File: src/rtl/mem_arb_pkg.sv
// Shared definitions for the memory arbiter slice.
//   - state_t    : arbiter FSM encoding (2 bits)
//   - ID_IC/ID_DC: requester identifiers used for grant_id / last_grant
//   - ADDR_W_DEF / LINE_W_DEF : default line-address and line widths
package mem_arb_pkg;

    typedef enum logic [1:0] {
        ST_IDLE = 2'd0,
        ST_WB   = 2'd1,
        ST_FILL = 2'd2,
        ST_RESP = 2'd3
    } state_t;

    localparam logic ID_IC = 1'b0;
    localparam logic ID_DC = 1'b1;

    localparam int ADDR_W_DEF = 12;
    localparam int LINE_W_DEF = 128;

endpackage

File: src/rtl/rr_arbiter2.sv
// Two-way round-robin grant logic (purely combinational).
// Ports:
//   req_ic, req_dc : pending requests
//   last_grant     : requester granted most recently (ID_IC / ID_DC)
//   grant_valid    : at least one request pending
//   grant_id       : requester to serve
module rr_arbiter2
    import mem_arb_pkg::*;
(
    input  logic req_ic,
    input  logic req_dc,
    input  logic last_grant,
    output logic grant_valid,
    output logic grant_id
);

    assign grant_valid = req_ic | req_dc;

    // On contention the requester that was not served last wins.
    always_comb begin
        if (req_ic && req_dc) begin
            grant_id = ~last_grant;
        end else if (req_dc) begin
            grant_id = ID_DC;
        end else begin
            grant_id = ID_IC;
        end
    end

endmodule

File: src/rtl/mem_arbiter.sv
// Shares one main-memory port between the I-cache and D-cache miss paths.
// A D-cache miss with a dirty victim writes the victim back before the refill.
//
//   state | meaning
//   IDLE  | waiting for a request; arbitrate and latch the winner's inputs
//   WB    | writing the latched victim line to memory (MEM_LAT cycles)
//   FILL  | reading the requested line from memory (MEM_LAT cycles)
//   RESP  | one-cycle ack to the granted requester
//
// Ports:
//   clk, reset (sync, active-low)
//   ic_req/ic_addr -> ic_ack/ic_data            : I-cache fill channel
//   dc_req/dc_addr/dc_wb/dc_wb_addr/dc_wb_data
//                  -> dc_ack/dc_data            : D-cache miss channel
//   mem_req/mem_we/mem_addr/mem_wdata, mem_rdata : memory port
//   busy                                         : FSM not idle
module mem_arbiter
    import mem_arb_pkg::*;
#(
    parameter int ADDR_W  = ADDR_W_DEF,
    parameter int LINE_W  = LINE_W_DEF,
    parameter int MEM_LAT = 4
) (
    input  logic              clk,
    input  logic              reset,
    input  logic              ic_req,
    input  logic [ADDR_W-1:0] ic_addr,
    output logic              ic_ack,
    output logic [LINE_W-1:0] ic_data,
    input  logic              dc_req,
    input  logic [ADDR_W-1:0] dc_addr,
    input  logic              dc_wb,
    input  logic [ADDR_W-1:0] dc_wb_addr,
    input  logic [LINE_W-1:0] dc_wb_data,
    output logic              dc_ack,
    output logic [LINE_W-1:0] dc_data,
    output logic              mem_req,
    output logic              mem_we,
    output logic [ADDR_W-1:0] mem_addr,
    output logic [LINE_W-1:0] mem_wdata,
    input  logic [LINE_W-1:0] mem_rdata,
    output logic              busy
);

    localparam int CNT_W = (MEM_LAT > 1) ? $clog2(MEM_LAT) : 1;

    state_t            state;
    state_t            state_nxt;
    logic [CNT_W-1:0]  lat_cnt;
    logic              lat_done;
    logic              last_grant;
    logic              grant_id;
    logic              grant_valid;
    logic              gnt_id;
    logic [ADDR_W-1:0] fill_addr_q;
    logic [ADDR_W-1:0] wb_addr_q;
    logic [LINE_W-1:0] wb_data_q;

    rr_arbiter2 u_rr (
        .req_ic      (ic_req),
        .req_dc      (dc_req),
        .last_grant  (last_grant),
        .grant_valid (grant_valid),
        .grant_id    (gnt_id)
    );

    assign lat_done = (lat_cnt == CNT_W'(MEM_LAT - 1));

    always_ff @(posedge clk) begin
        if (!reset) begin
            state       <= ST_IDLE;
            lat_cnt     <= '0;
            last_grant  <= ID_DC;
            grant_id    <= ID_IC;
            fill_addr_q <= '0;
            wb_addr_q   <= '0;
            wb_data_q   <= '0;
            ic_data     <= '0;
            dc_data     <= '0;
        end else begin
            state <= state_nxt;
            case (state)
                ST_IDLE: begin
                    if (grant_valid) begin
                        grant_id   <= gnt_id;
                        last_grant <= gnt_id;
                        if (gnt_id == ID_DC) begin
                            fill_addr_q <= dc_addr;
                            wb_addr_q   <= dc_wb_addr;
                            wb_data_q   <= dc_wb_data;
                        end else begin
                            fill_addr_q <= ic_addr;
                        end
                    end
                end
                ST_WB: begin
                    lat_cnt <= lat_done ? '0 : lat_cnt + CNT_W'(1);
                end
                ST_FILL: begin
                    lat_cnt <= lat_done ? '0 : lat_cnt + CNT_W'(1);
                    // The per-requester data registers act as the line buffer;
                    // loading here makes them valid throughout the RESP cycle.
                    if (lat_done) begin
                        if (grant_id == ID_IC) begin
                            ic_data <= mem_rdata;
                        end else begin
                            dc_data <= mem_rdata;
                        end
                    end
                end
                default: ;
            endcase
        end
    end

    always_comb begin
        state_nxt = state;
        mem_req   = 1'b0;
        mem_we    = 1'b0;
        ic_ack    = 1'b0;
        dc_ack    = 1'b0;
        case (state)
            ST_IDLE: begin
                if (grant_valid) begin
                    state_nxt = (gnt_id == ID_DC && dc_wb) ? ST_WB : ST_FILL;
                end
            end
            ST_WB: begin
                mem_req = 1'b1;
                mem_we  = 1'b1;
                if (lat_done) state_nxt = ST_FILL;
            end
            ST_FILL: begin
                mem_req = 1'b1;
                if (lat_done) state_nxt = ST_RESP;
            end
            ST_RESP: begin
                ic_ack    = (grant_id == ID_IC);
                dc_ack    = (grant_id == ID_DC);
                state_nxt = ST_IDLE;
            end
            default: state_nxt = ST_IDLE;
        endcase
    end

    // Outside WB/FILL these simply keep showing the latched values.
    assign mem_addr  = (state == ST_WB) ? wb_addr_q : fill_addr_q;
    assign mem_wdata = wb_data_q;
    assign busy      = (state != ST_IDLE);

endmodule

File: config.mk
export PLATFORM = sky130hd
export DESIGN_NAME = mem_arbiter
export DESIGN_NICKNAME = d
export VERILOG_FILES = /design/src/rtl/mem_arb_pkg.sv /design/src/rtl/rr_arbiter2.sv /design/src/rtl/mem_arbiter.sv
export SDC_FILE = /design/constraint.sdc
export NUM_CORES = 1
export LEC_CHECK = 0
export CAP_MARGIN = 0
export CORE_AREA = 2 2 272 274
export CTS_BUF_LIST = sky130_fd_sc_hd__clkbuf_8 sky130_fd_sc_hd__clkbuf_16
export DETAILED_ROUTE_END_ITERATION = 7
export DIE_AREA = 0 0 274 276
export PLACE_DENSITY = 0.55
export SYNTH_ARGS = -nofsm -noshare
export SYNTH_HDL_FRONTEND = slang
export SYNTH_SLANG_ARGS = --single-unit
File: constraint.sdc
create_clock -name clk -period 4 [get_ports clk]
set_input_delay 0.6 -clock clk [delete_from_list [all_inputs] [get_ports clk]]
set_output_delay 0.6 -clock clk [all_outputs]
set_load 0.005 [all_outputs]
# Word-level counts from Yosys, hierarchy flattened
# Cells that the tools add are included.
# W data, S select, Z words.
dict set report word_totals {
  reg_bits 414
  elab_cells 44
}
dict set report op_classes {
  muxes 14
  n_addsub 1
  reduce_logical 10
  n_eq_ne 7
  bitwise_logic 3
}
# op count
set ops {}
lappend ops {{$mux W12} 2}
lappend ops {{$reduce_and A3 Y1} 4}
lappend ops {{$mux W2} 5}
lappend ops {{$pmux W2 S4} 1}
lappend ops {{$eq A2 B2 Y1 const B} 3}
lappend ops {{$mux W1} 6}
lappend ops {{$ne A2 B2 Y1 const B} 3}
lappend ops {{$add A2 B1 Y2 const B} 1}
lappend ops {{$eq A2 B1 Y1 const B} 1}
lappend ops {{$logic_and A1 B1 Y1} 2}
lappend ops {{$logic_not A2 Y1} 1}
lappend ops {{$not A1 Y1} 2}
lappend ops {{$reduce_and A2 Y1} 1}
lappend ops {{$reduce_bool A2 Y1} 1}
lappend ops {{$reduce_or A2 Y1} 1}
lappend ops {{$or A1 B1 Y1} 1}

# Longest topological paths before layout
dict set report depth {
  word_depth 6
  depth_mapped 8
}

# Cells and area by module
# From an unflattened synthesis, not the netlist that was laid out.
dict set report hier_totals {
  hier_cells 1830
  area_unflattened_um2 15761.4
}
# module area_each_um2 cells_per_inst instances seq_area_each_um2
set modules_own_cells {}
lappend modules_own_cells {mem_arbiter 15747.6 1828 1 8287.9}
lappend modules_own_cells {rr_arbiter2 13.8 2 1 0.0}

# Worst setup path before layout
# Ideal clock, no wire load.
dict set report synth_timing {
  path_type {register to output}
  from {register state[1]}
  to {output mem_addr[10]}
  arrival_time_ns 1.234
  path_stages_with_launch 5
  required_ns 3.400
  slack_ns 2.166
  path_cell_list {dfxtp_1 -> inv_1 -> ha_1 -> buf_2 -> mux2_2}
}
dict set report synth_between {
  elab_chain_len 2
}
# item line
set synth_lines {}
lappend synth_lines {{start: declaration} mem_arbiter.sv:47} ;# state_t state;
lappend synth_lines {{start signal: assignment} mem_arbiter.sv:81} ;# state <= state_nxt;
lappend synth_lines {{$eq A2 B1 Y1} mem_arbiter.sv:147} ;# assign mem_addr = (state == ST_WB) ? wb_addr_q : fill_addr_q;
lappend synth_lines {{$mux W12} mem_arbiter.sv:147}
lappend synth_lines {{end: declaration} mem_arbiter.sv:39} ;# output logic [ADDR_W-1:0] mem_addr,
# Every way passes these cells.

# Worst setup path in the final report
dict set report layout_timing {
  from {register state[1]}
  to {output mem_addr[11]}
}
# Same word-level chain as after synthesis.

==> metrics.csv <==
stage;metric;value;unit
cells_and_area;fin_util;33.67;%
synthesis;ys_warn_count;0;
pwr;leakagePower;8.091;nW
global_route;overflow;0;
routing;via_per_inst;4.413;
pwr;power.share.clock;37.9;%
sta;finalCriticalPeriod;3.384;ns
pwr;switching_share;29.77;%
pwr;intPower;8.075;mW
pwr;p_comb_share;22.2;%
sta;max_slew_margin;33.74;%
routing;drtIter0Drc;867;
die;io_pins;698;
clock_network;clockRootBuffer;clkbuf_16;
clock_network;path_clk_slew;0.06;ns
global_route;grt_max_degree;95;
pwr;p_sw;3.422;mW
synthesis;syn-instance-count;1873;
critical_path;reg2reg_slack;1.49;ns
clock_network;clock_tree.buffer_depth;3;
die;die_w;274;um
placement;place_hpwl;44.17;mm
synthesis;synth.most_common_cell;nand2_1;
synthesis;netlist_top_cells_count;nand2_1, dfxtp_1, a21oi_1;
critical_path;crit_path_start_kind;flop;
global_route;grt_pass1_vias;14797;
sta;finalSetupViolCount;0;
global_route;grt_pass1_wl;93.28;mm
critical_path;crit_fanout;14;
cells_and_area;fillers;7810;
critical_path;cp_data_required_time;3.40;ns
pwr;p_seq_share;39.8;%
pwr;finalPower;11.50;mW
routing;wl;63.35;mm
die;start_util;20.67;%
cells_and_area;area_growth;62.91;%
clock_network;clock_sinks;414;
die;rows;99;
clock_network;cts_tree;done;
cells_and_area;nNetsFinal;2789;
routing;detail-route-antenna-nets;0;
synthesis;syn-cell-area;0.01500;mm2
pwr;pwr_density_cell;470.5;mW/mm2
synthesis;ys_seq_elements;414;
routing;avgRoutedWirePerCell;18.20;um
clock_network;numCtsBuffers;48;
synthesis;netlist.top_cell.by_area;dfxtp_1;
synthesis;synth_ff_type;dfxtp_1;
placement;routabilityCongestion;0.8047;
synthesis;async_flop_share;0;%
sta;final_hold_viol_count;0;
routing;firstDrtPassIters;7;
clock_network;ctsHoldBuffers;0;
sta;min_period_over_period;84.59;%
sta;clock.fmax;0.2955;GHz
run_status;status;complete, no violations;
synthesis;synth-edff-count;0;
cells_and_area;final_area;0.02444;mm2
placement;placed_area;0.02288;mm2
synthesis;syn_nets;2177;
critical_path;critPathKind;flop to output pin;
synthesis;post-synth-top-area-fraction;55.25;%
sta;setup_ws;0.6164;ns
die;die_area;0.07562;mm2
die;dieHeight;276;um
clock_network;post_cts_resized;0;
placement;pre_cts_ws;1.193;ns
sta;rsz0062_at_grt;no;
sta;finalClockSkew;0.02017;ns
synthesis;avgSynthCellArea;8.009;um2
clock_network;insertion_delay;0.58;ns
sta;tns;0;ns
global_route;grt_usage;15.80;%
sta;slew_viol_final;0;
flow_run;cap_violations;0;
worst_hold_path;holdCritPathClass;flop to flop;
synthesis;synth_seq_area_share;55.25;%
cells_and_area;drive_gt1_share;4.962;%
critical_path;cp.arrival;2.78;ns
routing;drc;0;
pwr;ir_worst_vdd;0.3984;mV
global_route;antenna_found_initial;3;
die;core_area;0.07259;mm2
sta;tightest_slew;0.9939;ns
synthesis;synthTopCellsByArea;dfxtp_1, nand2_1, a21oi_1, o21ai_0, nand3_1;
critical_path;cp-end-kind;output pin;
clock_network;cts_max_level;2;
placement;portBuffers;697;
synthesis;synth_cell_types;32;
routing;vias;15362;
clock_network;postCtsSetupRepairBufs;0;
[worst max-delay path: stages, from the launching register on]
cell and delay (ns):
dfxtp_1 0.33, inv_1 0.15, ha_1 0.83, mux2_2 0.45, clkdlybuf4s50_1 0.45
[flip-flops by register name, indices dropped and copies added, names as in the netlist]
register,cells
fill_addr_q,12
state,2
grant_id,1
lat_cnt,2
mem_wdata,128
last_grant,1
ic_data,128
wb_addr_q,12
dc_data,128
[power groups by stage]
stage | Sequential, mW | Clock, mW | Combinational, mW
final | 4.58 | 4.36 | 2.56
after global routing | 4.61 | 4.68 | 2.78
after CTS | 4.58 | 4.51 | 2.59
after detailed placement | 4.67 | 0 | 2.58
after global placement | 4.67 | 0 | 2.58
after floorplan | 4.63 | 0 | 1.22
[metal layers]
layer  vias to the layer above  track usage (%)  wire length, um
li1                       7514                -                -
met1                      7209            17.80            24660
met2                       561            27.16            30850
met3                        78            5.993             6164
met4                         0            5.323             1673
met5                         -                0                0
[through the flow]
step,instances,hold WS (ns)
3_5_place_dp,3394,0.4455
3_3_place_gp,3394,0.4407
4_1_cts,3478,0.4536
5_1_grt,3481,0.4657
6_report,3481,0.4506
2_1_floorplan,1873,0.4502
[placed cells by master (no fill, tap or decap), drive strengths merged, types with 2 or more instances in the layout]
cell type	netlist	final
diode	0	3
ha	7	7
a31oi	12	12
a21oi	399	399
buf	79	34
inv	4	19
mux2i	2	2
nand3	142	142
nor2	3	3
dfxtp	414	414
nand2	540	540
bufinv	0	3
mux2	12	12
o21ai	154	154
clkbuf	90	58
clkdlybuf4s50	0	697
clkinv	1	9
[path summary, 6_finish.rpt]
check                                start        endpoint  cells after the start
worst max-delay path              state[1]    mem_addr[11]                      4
worst min-delay path            ic_data[4]      ic_data[4]                      2
worst max register to register    state[0]  mem_wdata[117]                      6
worst min register to register  ic_data[4]      ic_data[4]                      2
[layout make-up]
type                    instances  area (um2)  share of cell area [%]
diodes                          3       7.507                 0.03072
well taps                     959        1200                   4.910
flip-flops and latches        414        8288                   33.92
repair buffers                731        7370                   30.16
clock buffers                  58        1350                   5.525
clock inverters                26       200.2                  0.8192
inverters                       5       27.53                  0.1126
multi-input cells            1285        5995                   24.53
[cell families (layout without fill, tap and decap cells)]
kind of cell | Yosys count | in the layout | synth area share (%)
compound gates | 573 | 573 | 19.38
fa+ha+maj | 7 | 7 | 0.5838
buf+inv | 174 | 820 | 5.130
flops | 414 | 414 | 55.25
mux | 14 | 14 | 1.034
other cells | 0 | 3 | 0
simple gates | 691 | 691 | 18.62
Power figures use the tool's default switching activity.
